<file path="config.mk">
export PLATFORM = sky130hd
export DESIGN_NAME = alu_req_arbiter
export DESIGN_NICKNAME = d
export VERILOG_FILES = /design/src/rtl/alu_req_arbiter.sv
export SDC_FILE = /design/constraint.sdc
export NUM_CORES = 1
export LEC_CHECK = 0
export BUFFER_PORTS_ARGS = -buffer_cell sky130_fd_sc_hd__buf_2
export CORE_UTILIZATION = 44
export CTS_BUF_LIST = sky130_fd_sc_hd__clkbuf_16
export DETAILED_ROUTE_END_ITERATION = 8
export PLACE_DENSITY_LB_ADDON = 0.12
export SLEW_MARGIN = 20
export SYNTH_ARGS = -nofsm -noshare
export SYNTH_HDL_FRONTEND = slang
export SYNTH_SLANG_ARGS = --single-unit
</file>
<file path="constraint.sdc">
create_clock -name clk -period 1.79 [get_ports clk]
set_clock_uncertainty 0.05 [all_clocks]
set_input_delay 0.2685 -clock clk [delete_from_list [all_inputs] [get_ports clk]]
set_output_delay 0.2685 -clock clk [all_outputs]
set_load 0.005 [all_outputs]
</file>
<file path="src/rtl/alu_req_arbiter.sv">
// alu_req_arbiter: round-robin sequencer that shares one external combinational
// ALU between two valid/ready requesters and returns tagged results.
// Optional grant statistics are built when ALU_REQ_ARBITER_STATS_EN is defined;
// otherwise stat_cnt0/stat_cnt1 are tied to zero and the port list is unchanged.
module alu_req_arbiter #(
    parameter int WIDTH = 8,
    parameter int OPW   = 3
) (
    input  logic             clk,
    input  logic             rst,
    input  logic             req0_valid,
    output logic             req0_ready,
    input  logic [WIDTH-1:0] req0_a,
    input  logic [WIDTH-1:0] req0_b,
    input  logic [OPW-1:0]   req0_op,
    input  logic             req1_valid,
    output logic             req1_ready,
    input  logic [WIDTH-1:0] req1_a,
    input  logic [WIDTH-1:0] req1_b,
    input  logic [OPW-1:0]   req1_op,
    output logic [WIDTH-1:0] alu_a,
    output logic [WIDTH-1:0] alu_b,
    output logic [OPW-1:0]   alu_op,
    input  logic [WIDTH-1:0] alu_res,
    output logic             rsp_valid,
    input  logic             rsp_ready,
    output logic [WIDTH-1:0] rsp_data,
    output logic             rsp_id,
    output logic             busy,
    output logic [15:0]      stat_cnt0,
    output logic [15:0]      stat_cnt1
);

    typedef enum logic [1:0] {
        IDLE = 2'd0,
        EXEC = 2'd1,
        RESP = 2'd2
    } state_t;

    state_t state;
    state_t state_nxt;
    logic   last_grant;
    logic   gnt_id;
    logic   accept;

    // Round-robin pick: a lone requester wins, a tie goes to the one not served last.
    always_comb begin
        gnt_id = req1_valid;
        if (req0_valid && req1_valid) begin
            gnt_id = ~last_grant;
        end
    end

    // Next-state decode and ready generation; readies only ever assert in IDLE.
    always_comb begin
        state_nxt  = state;
        req0_ready = 1'b0;
        req1_ready = 1'b0;
        accept     = 1'b0;
        case (state)
            IDLE: begin
                if (req0_valid || req1_valid) begin
                    accept     = 1'b1;
                    req0_ready = ~gnt_id;
                    req1_ready = gnt_id;
                    state_nxt  = EXEC;
                end
            end
            EXEC: begin
                state_nxt = RESP;
            end
            RESP: begin
                if (rsp_ready) begin
                    state_nxt = IDLE;
                end
            end
            default: begin
                state_nxt = IDLE;
            end
        endcase
    end

    // State register.
    always_ff @(posedge clk) begin
        if (rst) begin
            state <= IDLE;
        end else begin
            state <= state_nxt;
        end
    end

    // Operand capture, result capture and response handshake registers.
    always_ff @(posedge clk) begin
        if (rst) begin
            alu_a      <= '0;
            alu_b      <= '0;
            alu_op     <= '0;
            rsp_valid  <= 1'b0;
            rsp_data   <= '0;
            rsp_id     <= 1'b0;
            last_grant <= 1'b1;
        end else begin
            if (accept) begin
                alu_a      <= gnt_id ? req1_a  : req0_a;
                alu_b      <= gnt_id ? req1_b  : req0_b;
                alu_op     <= gnt_id ? req1_op : req0_op;
                rsp_id     <= gnt_id;
                last_grant <= gnt_id;
            end
            if (state == EXEC) begin
                rsp_data  <= alu_res;
                rsp_valid <= 1'b1;
            end else if (state == RESP && rsp_ready) begin
                rsp_valid <= 1'b0;
            end
        end
    end

    assign busy = (state != IDLE);

`ifdef ALU_REQ_ARBITER_STATS_EN
    logic [15:0] cnt0;
    logic [15:0] cnt1;

    // Saturating per-requester grant counters.
    always_ff @(posedge clk) begin
        if (rst) begin
            cnt0 <= '0;
            cnt1 <= '0;
        end else if (accept) begin
            if (!gnt_id && cnt0 != '1) begin
                cnt0 <= cnt0 + 16'd1;
            end
            if (gnt_id && cnt1 != '1) begin
                cnt1 <= cnt1 + 16'd1;
            end
        end
    end

    assign stat_cnt0 = cnt0;
    assign stat_cnt1 = cnt1;
`else
    assign stat_cnt0 = '0;
    assign stat_cnt1 = '0;
`endif

endmodule

</file>
==> results of run 1 <==
## power by group through the flow
| stage | registers (mW) | clock network, mW | logic [mW] |
|---|---|---|---|
| 6_report | 0.828 | 0.764 | 0.408 |
| 5_1_grt | 0.835 | 0.833 | 0.455 |
| 4_1_cts | 0.827 | 0.781 | 0.411 |
| 3_5_place_dp | 0.840 | 0 | 0.411 |
| 3_3_place_gp | 0.841 | 0 | 0.408 |
| 2_1_floorplan | 0.846 | 0 | 0.283 |
## metal layers
| metal | wire length [um] | up-vias | global-route usage (%) |
|---|---|---|---|
| met3 | 267 | 4 | 6.93 |
| li1 | - | 796 | - |
| met1 | 1650 | 687 | 22.4 |
| met5 | 0 | - | 0 |
| met4 | 48 | 0 | 9.01 |
| met2 | 1690 | 69 | 29.3 |
## layout make-up
| type | count | area, um^2 |
|---|---|---|
| well taps | 46 | 57.6 |
| multi-input cells | 154 | 773 |
| clock buffers | 5 | 125 |
| clock inverters | 3 | 11.3 |
| flip-flops and latches | 32 | 641 |
| fillers | 352 | 1360 |
| repair buffers | 90 | 470 |
| inverters | 2 | 7.51 |
## worst max-delay path: stages, from the launching register on
cell and delay [ns]:
dfxtp_1 0.35, nor2_2 0.19, buf_4 0.18, nand2_1 0.07, inv_1 0.09, buf_2 0.11
## sequential cells by signal (all words and copies together) (netlist names)
register / count
rsp_valid: 1
state: 2
rsp_data: 8
alu_op: 3
alu_a: 8
alu_b: 8
rsp_id: 1
last_grant: 1
## path summary, 6_finish.rpt
check | startpoint | cells after the start | end | slack [ns]
setup / recovery | state[1] | 5 | req1_ready | 0.20
setup reg to reg | last_grant | 4 | alu_a[1] | 0.48
hold reg to reg | rsp_data[4] | 2 | rsp_data[4] | 0.40
hold / removal | alu_res[4] | 3 | rsp_data[4] | 0.18
## kinds of logic after synthesis
group	count (synthesis)
flops	32
buf+inv	47
simple gates	69
compound gates	53
other cells	1
## synth_stat cells (all sizes together) (2+ instances only)
cell type and number:
nand2 44, buf 42, nand2b 2, nand3 12
dfxtp 32, a21oi 23, a31oi 6, nor2 6
o21ai 8, clkbuf 3, a311oi 13, inv 2
## stage by stage
stage / setup WS, ns / hold WS [ns] / cells / total power [mW]
final: 0.201 / 0.185 / 332 / 2.00
after global routing: 0.0624 / 0.186 / 332 / 2.12
after CTS: 0.183 / 0.183 / 332 / 2.02
after detailed placement: 0.396 / 0.395 / 324 / 1.25
after global placement: 0.429 / 0.391 / 324 / 1.25
after floorplan: 0.592 / 0.291 / 233 / 1.13
==> summary.md, run 1 <==
| Metric | Value |
|---|---|
| Clock-pin slew on the worst setup and hold paths | `around 0.050 ns` |
| Diodes inserted | `0` |
| Global Route Usage Sum | `a little under a fifth` |
| Power per cell area | `959 nW/um^2` |
| Area fraction of the dominant cell type after synthesis | `between 30% and 40%` |
| Slew @ Worst Pin | `between 0.6 and 0.7 ns` |
| Internal power | `between 1 and 1.5 mW` |
| Clock Path Buffers | `2` |
| Drt drc | `0` |
| Synth cell types | `27` |
| RD Place Congestion | `approximately 0.76` |
| Hold Violations, Final | `0` |
| DP Area | `1950 um^2` |
| Adder-cell share of the synthesized area | `0%` |
| Top_reg_cell synth | `dfxtp_1` |
| Max Cap Violations | `0` |
| Largest net degree at the start of global routing | `33` |
| # clock sinks | `32` |
| Sequential share of power | `about 41%` |
| Core area | `3440 um^2` |
| Drt total wl | `about 3700 um` |
| Highest clock rate | `about 0.63 GHz` |
| CTS H-Tree Depth | `2` |
| LEAKAGE | `around 1.0 nW` |
| Worst VDD drop | `499 uV` |
| Clk Latency, worst-skew pair | `between 0.2 and 0.3 ns` |
| Number of enable flip-flop cells after synthesis | `0` |
| Yosys warns | `0` |
| Post-synthesis compound-gate area fraction | `a little over a fifth` |
| Post-CTS sizing | `0` |
| Row cnt | `21` |
| IO buf count | `82` |
| Synth top area cells | `dfxtp_1 (39%), buf_4 (16%), nand2_1 (10%)` |
| Critical Path Start Type | `register` |
| Comb power frac | `~20%` |
| Via Count | `1556` |
| # nets final | `about 340` |
| Initial Util | `around 47%` |
| Number of global-route vias before repair | `roughly 1300` |
| Die area | `3940 um^2` |
| CTS root buf | `clkbuf_16` |
| Tmin final | `~1.6 ns` |
| Total congestion overflow | `0` |
| Min-Delay Path Class | `in2reg` |
| Die height | `about 63 um` |
| Area share of and/or/nand/nor cells after synthesis | `approximately a fifth` |
| Multiplexer area fraction after synthesis | `0%` |
| Switching Power | `about 0.53 mW` |
| RSZ-0062 raised after global routing | `false` |
| Design area | `2090 um^2` |
| Critical Path Fanout Max | `8` |
| CTS tree | `built` |
| Switching part of the total | `a little over a quarter` |
| 1st-iter DRT viols | `89` |
| WS Path Type | `reg2out` |
| Post-DP HPWL | `between 2000 and 3000 um` |
| Area growth syn-to-layout | `28.2%` |
| Final TNS setup | `0 ns` |
| Worst Path Required | `1.47 ns` |
| Antenna Violating Nets Remaining | `0` |
| Clock power frac | `a little under two fifths` |
| Vias/cell | `4.69` |
| DIE WIDTH | `between 60 and 70 um` |
| Commonest non-fill, non-tap cell in the layout | `buf_2` |
| Post-Route Utilization | `between 60% and 70%` |
| Critical path data arrival time | `between 1 and 1.5 ns` |
| Largest family of logic cells by synthesized area | `compound AO/OA/AOI/OAI gates` |
| Commonest non-fill, non-tap cells in the layout | `buf_2 (82), nand2_1 (44), conb_1 (32), dfxtp_1 (32), a21oi_1 (22)` |
| Wire length per cell | `roughly 11 um` |
| Outcome | `finished, final reports clean` |
| Layout cells sized above 1 | `between 30% and 40%` |
| Post-CTS Setup Inserts | `0` |
| Area leader, netlist | `dfxtp_1` |
| Ys async rst share | `0%` |
| Setup Viol. Count Final | `0` |
| Crit share post-route | `between 80% and 90%` |
| Post-synthesis xor/xnor area fraction | `0%` |
| Cells after synthesis | `just over 200` |
| Flops & latches, synth | `32` |
| First-pass GRT wire length | `between 5000 and 6000 um` |
| Syn avg cell area | `approximately 8.1 um^2` |
| Area of the mapped netlist | `1630 um^2` |
| Crit end category | `output port` |
| DRT Pass-1 Iters | `4` |
| Sequential area share after synthesis | `39.4%` |
| Relative slew slack | `between 50 and 60%` |
| IO Pins | `115` |
| Final slew viol count | `0` |
| Cts bufs inserted | `5` |
| Hold_buf cts | `0` |
| Antenna violations before repair | `0` |
No activity file was read; power rests on OpenSTA's default activity.
==> run 2, diff against run 1 <==
--- a/config.mk
+++ b/config.mk
@@ -6,6 +6,7 @@
 export NUM_CORES = 1
 export LEC_CHECK = 0
 export BUFFER_PORTS_ARGS = -buffer_cell sky130_fd_sc_hd__buf_2
+export CORE_MARGIN = 4
 export CORE_UTILIZATION = 44
 export CTS_BUF_LIST = sky130_fd_sc_hd__clkbuf_16
 export DETAILED_ROUTE_END_ITERATION = 8
==> run 2 against run 1 <==
Combinational power hardly changed; count of clock-buffer cells in the layout stayed put; critical path depth stayed put; flip-flop and latch count stayed put; die area is 20% higher; core utilization is 0.44 points lower; worst hold slack hardly changed; register-to-register slack hardly changed; sequential share of layout area is 0.22 points higher; largest cell class unchanged; largest power group unchanged.
==> summary.md, run 2 (synthesis gave the netlist of run 1 again) <==
| Metric | Value |
|---|---|
| DRT Pass-1 Iters | `6` |
| Commonest non-fill, non-tap cells in the layout | `buf_2 (82), nand2_1 (44), conb_1 (32), dfxtp_1 (32), a21oi_1 (22)` |
| RD Place Congestion | `0.743` |
| Highest clock rate | `slightly above 0.6 GHz` |
| Max Cap Violations | `0` |
| Row cnt | `21` |
| Min-Delay Path Class | `in2reg` |
| First-pass GRT wire length | `between 5000 and 6000 um` |
| Worst Path Required | `between 1 and 1.5 ns` |
| Clock-pin slew on the worst setup and hold paths | `0.05 ns` |
| 1st-iter DRT viols | `54` |
| DIE WIDTH | `68.8 um` |
| Post-CTS Setup Inserts | `0` |
| Outcome | `finished, final reports clean` |
| Clk Latency, worst-skew pair | `roughly 0.27 ns` |
| Diodes inserted | `0` |
| Die area | `around 4700 um^2` |
| Initial Util | `47.3%` |
| Hold_buf cts | `0` |
| Die height | `between 60 and 70 um` |
| Cts bufs inserted | `5` |
| CTS H-Tree Depth | `2` |
| Critical Path Start Type | `register` |
| WS Path Type | `reg2out` |
| Core area | `3440 um^2` |
| Commonest non-fill, non-tap cell in the layout | `buf_2` |
| Post-DP HPWL | `around 3000 um` |
| Final WS setup | `roughly 0.16 ns` |
| Final slew viol count | `0` |
| Number of global-route vias before repair | `between 1000 and 1500` |
| Final TNS setup | `0 ns` |
| Layout cells sized above 1 | `around 36%` |
| Place WS | `approximately 0.33 ns` |
| Antenna violations before repair | `0` |
| IO Pins | `about 120` |
| Area growth syn-to-layout | `27.3%` |
| Via Count | `roughly 1500` |
| Power per cell area | `between 900 and 1000 nW/um^2` |
| Global Route Usage Sum | `between 10% and 20%` |
| Crit end category | `output port` |
| Drt drc | `0` |
| Relative slew slack | `roughly 60%` |
| Vias/cell | `between 4 and 5` |
| Drt total wl | `a little over 4000 um` |
| Setup Viol. Count Final | `0` |
| CTS root buf | `clkbuf_16` |
| Dpl cells | `approximately 320` |
| RSZ-0062 raised after global routing | `false` |
| Crit share post-route | `between 90 and 100%` |
| Tmin final | `approximately 1.6 ns` |
| Slew @ Worst Pin | `0.575 ns` |
| Worst VDD drop | `between 400 and 500 uV` |
| Total congestion overflow | `0` |
| LEAKAGE | `slightly above 1 nW` |
| CTS tree | `built` |
| Antenna Violating Nets Remaining | `0` |
| # nets final | `between 300 and 400` |
| Fin cells | `between 300 and 400` |
| Filler cells | `approximately 350` |
| # clock sinks | `32` |
| Critical Path Fanout Max | `8` |
| Largest net degree at the start of global routing | `33` |
| IO buf count | `82` |
| Top flop regs | `alu_a: 8 flops, alu_b: 8 flops, rsp_data: 8 flops` |
| Clock Path Buffers | `2` |
| Post-CTS sizing | `0` |
| Critical path data arrival time | `roughly 1.3 ns` |
| Wire length per cell | `between 10 and 15 um` |
| Hold Violations, Final | `0` |
## run 2: cell types whose count changed in the layout (fill, tap and decap cells not counted)
cell   before  now
buf_4       8    6
## run 2: path summary, 6_finish.rpt
path                             startpoint           to  slack (ns)  cells past startpoint
worst max-delay path               state[1]   req1_ready        0.16                      5
worst max register to register     state[1]     alu_a[0]        0.48                      5
worst min register to register  rsp_data[2]  rsp_data[2]        0.40                      2
worst min-delay path             alu_res[6]  rsp_data[6]        0.18                      3
## run 2: layout make-up
class | instances | area [um^2] | area share (%)
Timing Repair Buffer | 88 | 455 | 22.0
Sequential cell | 32 | 641 | 30.9
Tap cell | 46 | 57.6 | 2.78
Clock inverter | 3 | 11.3 | 0.544
Multi-Input combinational cell | 154 | 773 | 37.3
Clock buffer | 5 | 125 | 6.04
Inverter | 2 | 7.51 | 0.363
## run 2: per-stage QoR
stage                     total power, mW  utilization [%]  hold WS (ns)  instance area (um^2)
after detailed placement             1.25             56.2         0.394                  1930
after global routing                 2.12             60.2         0.188                  2070
after CTS                            2.03             60.2         0.182                  2070
final                                2.01             60.2         0.185                  2070
after floorplan                      1.13                -         0.291                  1740
after global placement               1.25             56.2         0.392                  1930
## run 2: worst max-delay path: stages (launching register included)
cell and delay (ns):
dfxtp_1 0.35, nor2_2 0.22, buf_4 0.19, nand2_1 0.07
inv_1 0.08, buf_2 0.12
## run 2: report_power, final
group | internal, mW | total [mW] | switching [mW]
clock | 0.498 | 0.774 | 0.276
sequential | 0.788 | 0.828 | 0.0398
combinational | 0.184 | 0.407 | 0.223
## run 2: metal layers
metal / track usage (%) / vias to the layer above / wire [um]
met4: 9.25 / 0 / 55
met5: 0 / - / 0
met2: 26.8 / 72 / 1900
met3: 8.10 / 5 / 477
met1: 19.2 / 679 / 1600
li1: - / 790 / -
